`src/rtl/ex_pkg.sv`:
```
// ex_pkg: shared widths, entry layout, flag bit positions and skid-buffer state codes
package ex_pkg;
  localparam int DATA_W_D = 32;
  localparam int REG_AW_D = 5;
  localparam int FLAG_Z = 2;
  localparam int FLAG_N = 1;
  localparam int FLAG_V = 0;
  localparam logic [1:0] ST_EMPTY = 2'd0;
  localparam logic [1:0] ST_ONE   = 2'd1;
  localparam logic [1:0] ST_FULL  = 2'd2;
  // An entry is packed as {result, rd, reg_write}.
  function automatic int entry_w(input int dw, input int aw);
    return dw + aw + 1;
  endfunction
endpackage

```
`src/rtl/pipe_skid2.sv`:
```
// pipe_skid2: generic 2-entry skid buffer; in_valid/in_ready/in_data upstream,
// out_valid/out_ready/out_data downstream (head = main register), flush empties it.
module pipe_skid2
  import ex_pkg::*;
#(
  parameter int W = 8
) (
  input  logic         clk,
  input  logic         rst,
  input  logic         flush,
  input  logic         in_valid,
  output logic         in_ready,
  input  logic [W-1:0] in_data,
  output logic         out_valid,
  input  logic         out_ready,
  output logic [W-1:0] out_data
);
  logic [1:0]   r_state;
  logic [1:0]   w_next;
  logic [W-1:0] r_main;
  logic [W-1:0] r_skid;
  logic         w_acc;
  logic         w_pop;
  assign in_ready  = r_state != ST_FULL;
  assign out_valid = r_state != ST_EMPTY;
  assign out_data  = r_main;
  assign w_acc     = in_valid && in_ready;
  assign w_pop     = out_valid && out_ready;
  always_comb begin
    w_next = r_state;
    if (flush) w_next = ST_EMPTY;
    else if (r_state == ST_EMPTY) w_next = w_acc ? ST_ONE : ST_EMPTY;
    else if (r_state == ST_ONE) w_next = (w_acc && !w_pop) ? ST_FULL : (!w_acc && w_pop) ? ST_EMPTY : ST_ONE;
    else w_next = w_pop ? ST_ONE : ST_FULL;
  end
  always_ff @(posedge clk or posedge rst) begin
    if (rst) begin
      r_state <= ST_EMPTY;
      r_main  <= '0;
      r_skid  <= '0;
    end else begin
      r_state <= w_next;
      if (!flush) begin
        // main takes the skid entry on a drain from FULL, otherwise the new op
        // when it becomes (or stays, via pop) the head.
        if (r_state == ST_FULL && w_pop) r_main <= r_skid;
        else if (w_acc && (r_state == ST_EMPTY || w_pop)) r_main <= in_data;
        if (w_acc && r_state == ST_ONE && !w_pop) r_skid <= in_data;
      end
    end
  end
endmodule

```
`src/rtl/ex_result_buffer.sv`:
```
// ex_result_buffer: execute-to-memory stage buffering ALU results with a 2-entry skid buffer.
// Upstream: in_valid/in_ready, in_result, in_zero/in_neg/in_ovf, in_rd, in_reg_write, in_flag_write.
// Downstream: out_valid/out_ready, out_result, out_rd, out_reg_write.
// Control/status: flush, architectural flags flag_z/n/v, saturating stall_cnt.
module ex_result_buffer
  import ex_pkg::*;
#(
  parameter int DATA_W = DATA_W_D,
  parameter int REG_AW = REG_AW_D,
  parameter int CNT_W  = 16
) (
  input  logic              clk,
  input  logic              rst,
  input  logic              in_valid,
  output logic              in_ready,
  input  logic [DATA_W-1:0] in_result,
  input  logic              in_zero,
  input  logic              in_neg,
  input  logic              in_ovf,
  input  logic [REG_AW-1:0] in_rd,
  input  logic              in_reg_write,
  input  logic              in_flag_write,
  input  logic              flush,
  output logic              out_valid,
  input  logic              out_ready,
  output logic [DATA_W-1:0] out_result,
  output logic [REG_AW-1:0] out_rd,
  output logic              out_reg_write,
  output logic              flag_z,
  output logic              flag_n,
  output logic              flag_v,
  output logic [CNT_W-1:0]  stall_cnt
);
  localparam int EW = entry_w(DATA_W, REG_AW);
  logic [EW-1:0]    w_in_entry;
  logic [EW-1:0]    w_out_entry;
  logic [2:0]       w_flag_in;
  logic [2:0]       r_flags;
  logic [CNT_W-1:0] r_stall;
  logic             w_acc;
  assign w_in_entry = {in_result, in_rd, in_reg_write};
  assign {out_result, out_rd, out_reg_write} = w_out_entry;
  assign w_flag_in[FLAG_Z] = in_zero;
  assign w_flag_in[FLAG_N] = in_neg;
  assign w_flag_in[FLAG_V] = in_ovf;
  assign flag_z    = r_flags[FLAG_Z];
  assign flag_n    = r_flags[FLAG_N];
  assign flag_v    = r_flags[FLAG_V];
  assign stall_cnt = r_stall;
  // Flags follow acceptance order; a flushed op never reaches them.
  assign w_acc = in_valid && in_ready && !flush;
  pipe_skid2 #(.W(EW)) u_skid (
    .clk       (clk),
    .rst       (rst),
    .flush     (flush),
    .in_valid  (in_valid),
    .in_ready  (in_ready),
    .in_data   (w_in_entry),
    .out_valid (out_valid),
    .out_ready (out_ready),
    .out_data  (w_out_entry)
  );
  always_ff @(posedge clk or posedge rst) begin
    if (rst) begin
      r_flags <= '0;
      r_stall <= '0;
    end else begin
      if (w_acc && in_flag_write) r_flags <= w_flag_in;
      if (out_valid && !out_ready && r_stall != '1) r_stall <= r_stall + CNT_W'(1);
    end
  end
endmodule

```
`config.mk`:
```
export PLATFORM = sky130hd
export DESIGN_NAME = ex_result_buffer
export DESIGN_NICKNAME = d
export VERILOG_FILES = /design/src/rtl/ex_pkg.sv /design/src/rtl/pipe_skid2.sv /design/src/rtl/ex_result_buffer.sv
export SDC_FILE = /design/constraint.sdc
export NUM_CORES = 1
export LEC_CHECK = 0
export CAP_MARGIN = 20
export CORE_MARGIN = 4
export CORE_UTILIZATION = 50
export DETAILED_ROUTE_END_ITERATION = 8
export PLACE_DENSITY = 0.88
export SETUP_SLACK_MARGIN = 0.3
export SYNTH_ARGS = -nofsm -noshare
export SYNTH_HDL_FRONTEND = slang
export SYNTH_HIERARCHICAL = 1
export SYNTH_SLANG_ARGS = --single-unit
```
`constraint.sdc`:
```
create_clock -name clk -period 3.7 [get_ports clk]
set_clock_uncertainty 0.05 [all_clocks]
set_input_delay 0.74 -clock clk [delete_from_list [all_inputs] [get_ports clk]]
set_output_delay 0.74 -clock clk [all_outputs]
set_load 0.02 [all_outputs]
```
# After elaboration in Yosys (flattened, before gate mapping)
# Cells that the tools add are included.
dict set report word_totals {
  register_bits 97
  elab_cells 42
}
dict set report classes {
  add_sub_neg 1
  mux 9
  n_eq_ne 4
  reduce_logical 22
  bitwise_logic 1
}
# cell count
set op_table {}
lappend op_table {{two-way mux 38 bit} 2}
lappend op_table {{adder 16 x 1 -> 16 bit, second input constant} 1}
lappend op_table {{!= test 16 bit, second input constant} 1}
lappend op_table {{logical AND 1 bit} 12}
lappend op_table {{two-way mux 2 bit} 5}
lappend op_table {{logical NOT 1 bit} 4}
lappend op_table {{AND reduction 2 bit} 2}
lappend op_table {{nonzero test 2 bit} 2}
lappend op_table {{== test 2 x 1 -> 1 bit, second input constant} 1}
lappend op_table {{== test 2 bit, second input constant} 1}
lappend op_table {{logical NOT 2 bit} 1}
lappend op_table {{two-way mux 1 bit} 2}
lappend op_table {{!= test 2 bit, second input constant} 1}
lappend op_table {{logical OR 1 bit} 1}
lappend op_table {{NOT 1 bit} 1}

# Logic depth before layout (Yosys ltp)
dict set report depth {
  depth_word 9
  depth_mapped 6
  depth_no_buf 5
}

# By module
# Netlist, hierarchy kept.
# mod area_each_um2 cells_each seq_area_each_um2 n_inst
set modules_own_cells {}
lappend modules_own_cells {pipe_skid2 3447.1 221 1951.9 1}
lappend modules_own_cells {ex_result_buffer 912.1 81 475.5 1}

# Worst setup path before layout
# OpenSTA, ideal clock, no wires.
dict set report synth_path {
  path_type {input to register}
  startpoint {input port out_ready}
  endpoint {register r_stall[13], in the netlist stall_cnt[13]}
  path_stages 4
  required_ns 3.570
  setup_time_ns 0.080
  t_arrival_ns 1.903
  n_path_buf 0
  path_slack_ns 1.667
  cell_sequence {nand2b_1 > or4_4 > nor4b_2 > xor2_1}
}
dict set report synth_via {
  elab_chain_cells 3
}
# element line_no
set synth_rtl {}
lappend synth_rtl {{from (decl)} ex_result_buffer.sv:25} ;# input logic out_ready,
lappend synth_rtl {{logical NOT 1 bit} ex_result_buffer.sv:69} ;# if (out_valid && !out_ready && r_stall != '1) r_stall <= r_stall + CNT_W'(1);
lappend synth_rtl {{logical AND 1 bit (2 in series)} ex_result_buffer.sv:69}
lappend synth_rtl {{to (signal assigned)} ex_result_buffer.sv:69}
lappend synth_rtl {{to (decl)} ex_result_buffer.sv:39} ;# logic [CNT_W-1:0] r_stall;
# No other way between the ends.
# A chain may end at the register's enable or synchronous reset.

# Worst setup path after layout
dict set report layout_path {
  startpoint {register u_skid.r_state[1]}
  endpoint {output port out_valid}
}
dict set report layout_via {
  elab_chain_cells 1
}
# element line_no
set layout_rtl {}
lappend layout_rtl {{from (decl)} pipe_skid2.sv:18} ;# logic [1:0] r_state;
lappend layout_rtl {{from (signal assigned)} pipe_skid2.sv:42} ;# r_state <= w_next;
lappend layout_rtl {{nonzero test 2 bit} pipe_skid2.sv:25} ;# assign out_valid = r_state != ST_EMPTY;
lappend layout_rtl {{to (decl)} ex_result_buffer.sv:24} ;# output logic out_valid,
# No other way between the ends.

==> impl_table.tex <==
\begin{tabular}{lr}
\hline
Metric & Value \\
\hline
\multicolumn{2}{l}{\textbf{Status}} \\
Status & completed \\
\multicolumn{2}{l}{\textbf{Critical path}} \\
Worst setup path endpoint & out\_valid \\
Category of the worst setup path capture point & output port \\
Kind of start point of the critical path & register \\
Reg2reg setup slack & around 1.7 ns \\
Launch point of the worst reg-to-reg path & u\_skid/r\_state[1] \\
Max stage delay on crit path & roughly 0.55 ns \\
Req. time, crit path & 2.91 ns \\
Origin of the worst setup path & u\_skid/r\_state[1] \\
Data arrival time of the critical path & around 1.8 ns \\
Maximum fanout encountered on the critical timing path & 8 \\
Crit-path cells & or2\_2 -> clkdlybuf4s50\_1 \\
Crit path kind & register to output port \\
End of the worst register-to-register path & stall\_cnt[13] \\
Max stage delay cell, worst path & sky130\_fd\_sc\_hd\_\_clkdlybuf4s50\_1 \\
R2R cell count & 5 \\
\multicolumn{2}{l}{\textbf{Global routing}} \\
Remaining global-route overflow & 0 \\
First-pass GRT wire length & 14.5 mm \\
Via count of the first global-routing pass & just over 3,000 \\
Maximum number of pins on one net before global-route repair & 39 \\
Antenna violations before repair & 0 \\
Gr usage total & 0.180 \\
\multicolumn{2}{l}{\textbf{Floorplan}} \\
Number of placement rows & 33 \\
Ports & about 110 \\
Area enclosed by the die boundary & roughly 10,000 um2 \\
Effective utilization at floorplan & 0.523 \\
Chip Height & 101 um \\
Floorplan Core Area & $\sim$8300 um2 \\
DIE WIDTH & 101 um \\
\multicolumn{2}{l}{\textbf{Route}} \\
Detailed-route via count & approximately 2,800 \\
Average wire per standard cell & between 15 and 20 um \\
Final routed wirelength across all metal layers & around 9 mm \\
Router iterations before antenna repair & 4 \\
Via/cell ratio & $\sim$5.4 \\
Number of DRC markers after the initial detailed-route iteration & between 50 and 60 \\
Antenna Nets Post-Route & 0 \\
Remaining routing DRC violations & 0 \\
\multicolumn{2}{l}{\textbf{STA}} \\
Worst hold-check slack & around 0.46 ns \\
Least-Margin Pin Slew & 0.743 ns \\
Final-report max-slew violation count & 0 \\
Final worst-path setup slack & 1.15 ns \\
Highest attainable clock frequency & between 300 and 400 MHz \\
Min Tclk post-route & between 2 and 3 ns \\
Final setup violation count & 0 \\
Setup TNS & 0 ns \\
Final critical-path share of the clock period & 0.689 \\
Endpoints failing hold & 0 \\
Worst slew slack as a fraction of its limit & 0.504 \\
RSZ-0062 raised after global routing & no \\
\multicolumn{2}{l}{\textbf{Synthesis}} \\
Cell area after technology mapping & 4360 um2 \\
Yosys synthesis warning count & 6 \\
Ranking of synthesized cells by area & sky130\_fd\_sc\_hd\_\_dfrtp\_1 56\%, sky130\_fd\_sc\_hd\_\_mux2\_2 26\%, sky130\_fd\_sc\_hd\_\_mux2\_1 5.2\% \\
Post-synthesis async set-or-reset flop share & 1.00 \\
Post-synthesis instance total & $\sim$300 \\
Post-synthesis cell type with the largest combined area & sky130\_fd\_sc\_hd\_\_dfrtp\_1 \\
Count of unique library cells instantiated by Yosys & 35 \\
Leading cell types by count after synthesis & 99 x sky130\_fd\_sc\_hd\_\_mux2\_2, 97 x sky130\_fd\_sc\_hd\_\_dfrtp\_1, 20 x sky130\_fd\_sc\_hd\_\_mux2\_1 \\
Number of enable-type register cells in the synthesized netlist & 0 \\
Post-synth top flop & sky130\_fd\_sc\_hd\_\_dfrtp\_1 \\
Most instantiated library cell after synthesis & sky130\_fd\_sc\_hd\_\_mux2\_2 \\
Number of register bits inferred by synthesis & 97 \\
Per-instance average area after synthesis & about 14 um2 \\
Syn Nets & 350 \\
Seq/Total Area, Yosys & 0.557 \\
Area share of the leading cell type in the synthesized netlist & 0.557 \\
\multicolumn{2}{l}{\textbf{Clocking}} \\
Worst skew pair latency & approximately 0.36 ns \\
H-tree depth reported by CTS & 3 \\
Hold buffer count at cts & 0 \\
Root buf cell & sky130\_fd\_sc\_hd\_\_clkbuf\_8 \\
CTS tree & done \\
Clk sink count & just under 100 \\
Post-cts repair resize count & 0 \\
Number of clock buffers inserted by TritonCTS & 9 \\
Clk buf depth & 2 \\
Buffer count from post-CTS setup fixing & 0 \\
Reg clk slew, reported paths & roughly 0.10 ns \\
\multicolumn{2}{l}{\textbf{Layout}} \\
Signed area change from the synthesized netlist to the final layout & 30.9\% \\
Layout Nets & approximately 460 \\
ANT cells & 0 \\
Core Util, Final & 0.684 \\
Share of post-route cells with drive strength above 1 & 0.313 \\
Total of fill cells in the finished design & about 600 \\
\multicolumn{2}{l}{\textbf{Job}} \\
Max-cap viol count & 0 \\
\multicolumn{2}{l}{\textbf{Power and ir drop}} \\
Lkg Pwr & about 2.4 nW \\
PwrDens & approximately 520 nW/um2 \\
Post-layout power & just under 3 mW \\
Maximum resistive drop on vdd & 0.473 mV \\
\multicolumn{2}{l}{\textbf{Placement}} \\
Worst setup timing slack at the placement stage & 0.881 ns \\
DP Wirelength & between 6 and 7 mm \\
Final weighted congestion in routability-driven placement & 0.806 \\
I/O Buffers & 105 \\
\multicolumn{2}{l}{\textbf{Worst hold path}} \\
Type of the most critical hold path & register to register \\
\hline
\end{tabular}
how the worst min path moves through the flow:
stage / to / slack, ns / depth (start not counted) / start
detailed placement: u_skid/r_skid[19] / 0.44 / 1 / u_skid/r_skid[19]
global route: u_skid/r_skid[8] / 0.47 / 1 / u_skid/r_skid[8]
CTS: u_skid/r_skid[8] / 0.46 / 1 / u_skid/r_skid[8]
finish: u_skid/r_skid[15] / 0.46 / 1 / u_skid/r_skid[15]
global placement: u_skid/r_skid[1] / 0.43 / 1 / u_skid/r_skid[1]
floorplan: u_skid/r_skid[10] / 0.42 / 1 / u_skid/r_skid[10]
worst max-delay path: cells and delay by family, from the launching register on:
family                 cells  cell delay, ns
DFF                        1            0.50
buffers and inverters      1            0.55
and+or+nand+nor            1            0.35
kinds of logic (layout without fill, tap and decap cells):
kind of cell    Yosys count  after routing  synth area share
compound gates           10             10            0.0144
xor+xnor                 10             10            0.0201
fa+ha+maj                 1              1           0.00287
buf+inv                  16            130            0.0255
flops                    97             97             0.557
mux                     120            120             0.310
simple gates             48             48            0.0706
metal layers:
layer | global-route usage | vias up | share of wire
met5 | 0 | - | 0
met4 | 0.0593 | 0 | 0.012
met3 | 0.0399 | 9 | 0.059
met2 | 0.290 | 89 | 0.49
met1 | 0.242 | 1408 | 0.44
li1 | - | 1314 | -
power breakdown:
| part | internal [mW] | switching, mW |
|---|---|---|
| clock | 0.318 | 0.378 |
| combinational | 0.455 | 0.350 |
| sequential | 1.30 | 0.151 |
final cells by class:
class                   count  area (um2)  share of cell area
flip-flops and latches     97        2430               0.425
multi-input cells         189        1840               0.322
repair buffers            111        1100               0.192
well taps                 105         131              0.0230
clock buffers               9         124              0.0217
clock inverters             7        77.6              0.0136
inverters                   3        12.5             0.00219
through the flow:
stage                     instances  area (um2)
after CTS                       521        5710
after floorplan                 302        4360
after detailed placement        505        5510
final                           521        5710
after global placement          505        5510
after global routing            521        5710
state kept, by name (all words and copies together) (netlist names):
signal           count
u_skid/r_state       2
stall_cnt           16
u_skid/r_skid       38
u_skid/out_data     38
r_flags              3
cell usage in the layout (no fill, tap or decap), drive strengths merged, types with 3 or more instances in the layout:
cell,instances
nand2,5
a21oi,3
nor3,6
clkdlybuf4s50,105
o21ai,4
nor2,6
nand3b,3
nand4,4
buf,6
dfrtp,97
mux2,119
clkinvlp,3
nor4,6
clkbuf,9
xor2,9
nand3,7
inv,4
Note: power is estimated with default switching activity, not from simulation.
==> edit, RTL diff (config.mk and constraints unchanged) <==
Register the output `flag_v`; this adds one clock of latency there. The other outputs are not delayed to match.
--- a/src/rtl/ex_result_buffer.sv
+++ b/src/rtl/ex_result_buffer.sv
@@ -47,3 +47,5 @@
   assign flag_n    = r_flags[FLAG_N];
-  assign flag_v    = r_flags[FLAG_V];
+  always_ff @(posedge clk) begin
+    flag_v <= r_flags[FLAG_V];
+  end
   assign stall_cnt = r_stall;
Check against the original RTL: not equivalent (Yosys sat finds a counterexample within 4 cycles, from zero or initial values and one cycle with rst high).
==> edit against the unedited design <==
Sequential cell count is 1 higher; critical endpoint unchanged; power is 0.76% higher; synthesized area is 0.46% higher; maximum frequency is 0.33% higher; wire length is 1.3% higher; combinational power hardly changed; register-to-register slack hardly changed; cell area is 0.29% higher; first-iteration DRC count is 36% higher; utilization is 0.14 points lower; critical path depth stayed put; worst setup slack better by 0.0083 ns.
==> edit: results (changes against the unedited design) <==
[grt]
met2_usage=0.294  ; was 0.290
grtUsageMet3=0.0289  ; was 0.0399
grt_usage=0.176  ; was 0.180
grt_max_degree=45  ; was 39
antenna_found_initial=0  ; unchanged
grt_pass1_wl_mm=14.2  ; was 14.5 mm
first_global_vias=3048  ; was 3042
grt_util_met1=0.234  ; was 0.242

[cells_and_area]
final_nets=458  ; was 459
antenna-diode-count=0  ; unchanged
drive_above_1_share=0.308  ; was 0.313
fillers=617  ; was 606

[critical_path]
cp.arrival_ns=1.75
ff2ff_path_depth=5  ; unchanged
r2r-end=stall_cnt[13]  ; unchanged
timing.rr.start=u_skid/r_state[1]  ; unchanged
crit_end=out_valid  ; unchanged
reg2reg_slack_ns=1.65  ; about the same
critPathKind=reg -> out  ; unchanged
cp_max_fo=8  ; unchanged

[synthesis]
synth.area.top_cells=dfrtp_1 55%, mux2_2 25%, mux2_1 5.1%  ; was dfrtp_1 56%, mux2_2 26%, mux2_1 5.2%
async_flop_share=0.990  ; was 1.00
ys_types=36  ; was 35
yosys_warnings=6  ; unchanged
syn_nets=351  ; was 350
seq_area_frac_synth=0.559  ; was 0.557
synth_common_cells=99 x mux2_2, 97 x dfrtp_1, 20 x mux2_1  ; unchanged

[outcome]
outcome=completed  ; unchanged

[placement]
dpl.hpwl_mm=6.18  ; was 6.15 mm
io_buffers=105  ; unchanged
place_congestion=0.903  ; was 0.806

[drt]
firstDrtPassIters=5  ; was 4
met3_wirelength_um=497  ; was 520 µm
top_layer_used=met4  ; unchanged
viasPerCell=5.45  ; was 5.41
met2_length_mm=4.27  ; was 4.28 mm
drt-met1-wl_mm=4.00  ; was 3.87 mm
wirelength_mm=8.89  ; was 8.78 mm
drtIter0Drc=76  ; was 56

[clocking]
cts_buffers=9  ; unchanged
cts.path.max_buffers=2  ; unchanged
ctsResizeCount=0  ; unchanged
clk_latency_ns=0.35
cts-htree-levels=3  ; unchanged
ctsRootBufferMaster=clkbuf_8  ; unchanged
cts_setup_buffers=0  ; unchanged
clkTransAtPathRegs_ns=0.10  ; about the same

[sta]
finalSetupTns_ns=0  ; unchanged
worst_pin_slew_ns=0.736  ; was 0.743 ns

[power_and_ir_drop]
p_leak_nw=2.37  ; was 2.36 nW
ir_worst_vdd_mv=0.318  ; was 0.473 mV

[worst_hold_path]
hold_class=reg -> reg  ; unchanged

edit: stage by stage:
| stage | setup slack (ns) | std cells | cell area, µm² | hold WS (ns) |
|---|---|---|---|---|
| after floorplan | 0.915 | 303 | 4380 | 0.292 |
| after global placement | 0.908 | 504 | 5520 | 0.300 |
| after detailed placement | 0.821 | 504 | 5520 | 0.305 |
| after global routing | 1.09 | 520 | 5720 | 0.343 |
| final | 1.16 | 520 | 5720 | 0.325 |
| after CTS | 1.14 | 520 | 5720 | 0.328 |
edit: power breakdown:
| part | internal, mW | switching, mW | total, mW |
|---|---|---|---|
| Clock | 0.319 | 0.386 | 0.704 |
| Combinational | 0.455 | 0.351 | 0.805 |
| Sequential | 1.31 | 0.152 | 1.46 |
| Total | 2.08 | 0.888 | 2.97 |
edit: layout make-up:
cell class              count  area share
inverters                   3     0.00197
well taps                 105      0.0230
repair buffers            109       0.191
clock inverters             7      0.0136
clock buffers               9      0.0216
multi-input cells         189       0.321
flip-flops and latches     98       0.428
edit: logic make-up after synthesis:
kind of cell               count (synthesis)  share of synthesized area
muxes                                    120                      0.308
DFF                                       98                      0.559
and+or+nand+nor                           48                     0.0703
buffers and inverters                     16                     0.0254
AOI/OAI and AO/OA                         10                     0.0143
xor gates and xnor gates                  10                     0.0200
adders and majority gates                  1                    0.00286
edit: worst min-delay path by stage:
stage	start	cells past startpoint	slack, ns	end
floorplan	r_flags[0]	0	0.29	flag_v
global placement	r_flags[0]	0	0.30	flag_v
detailed placement	r_flags[0]	0	0.30	flag_v
CTS	r_flags[0]	0	0.33	flag_v
global route	r_flags[0]	0	0.34	flag_v
finish	r_flags[0]	0	0.33	flag_v
edit: critical path: stages, from the launching register on:
cell             delay, ns
dfrtp_1               0.49
or2_2                 0.35
clkdlybuf4s50_1       0.56
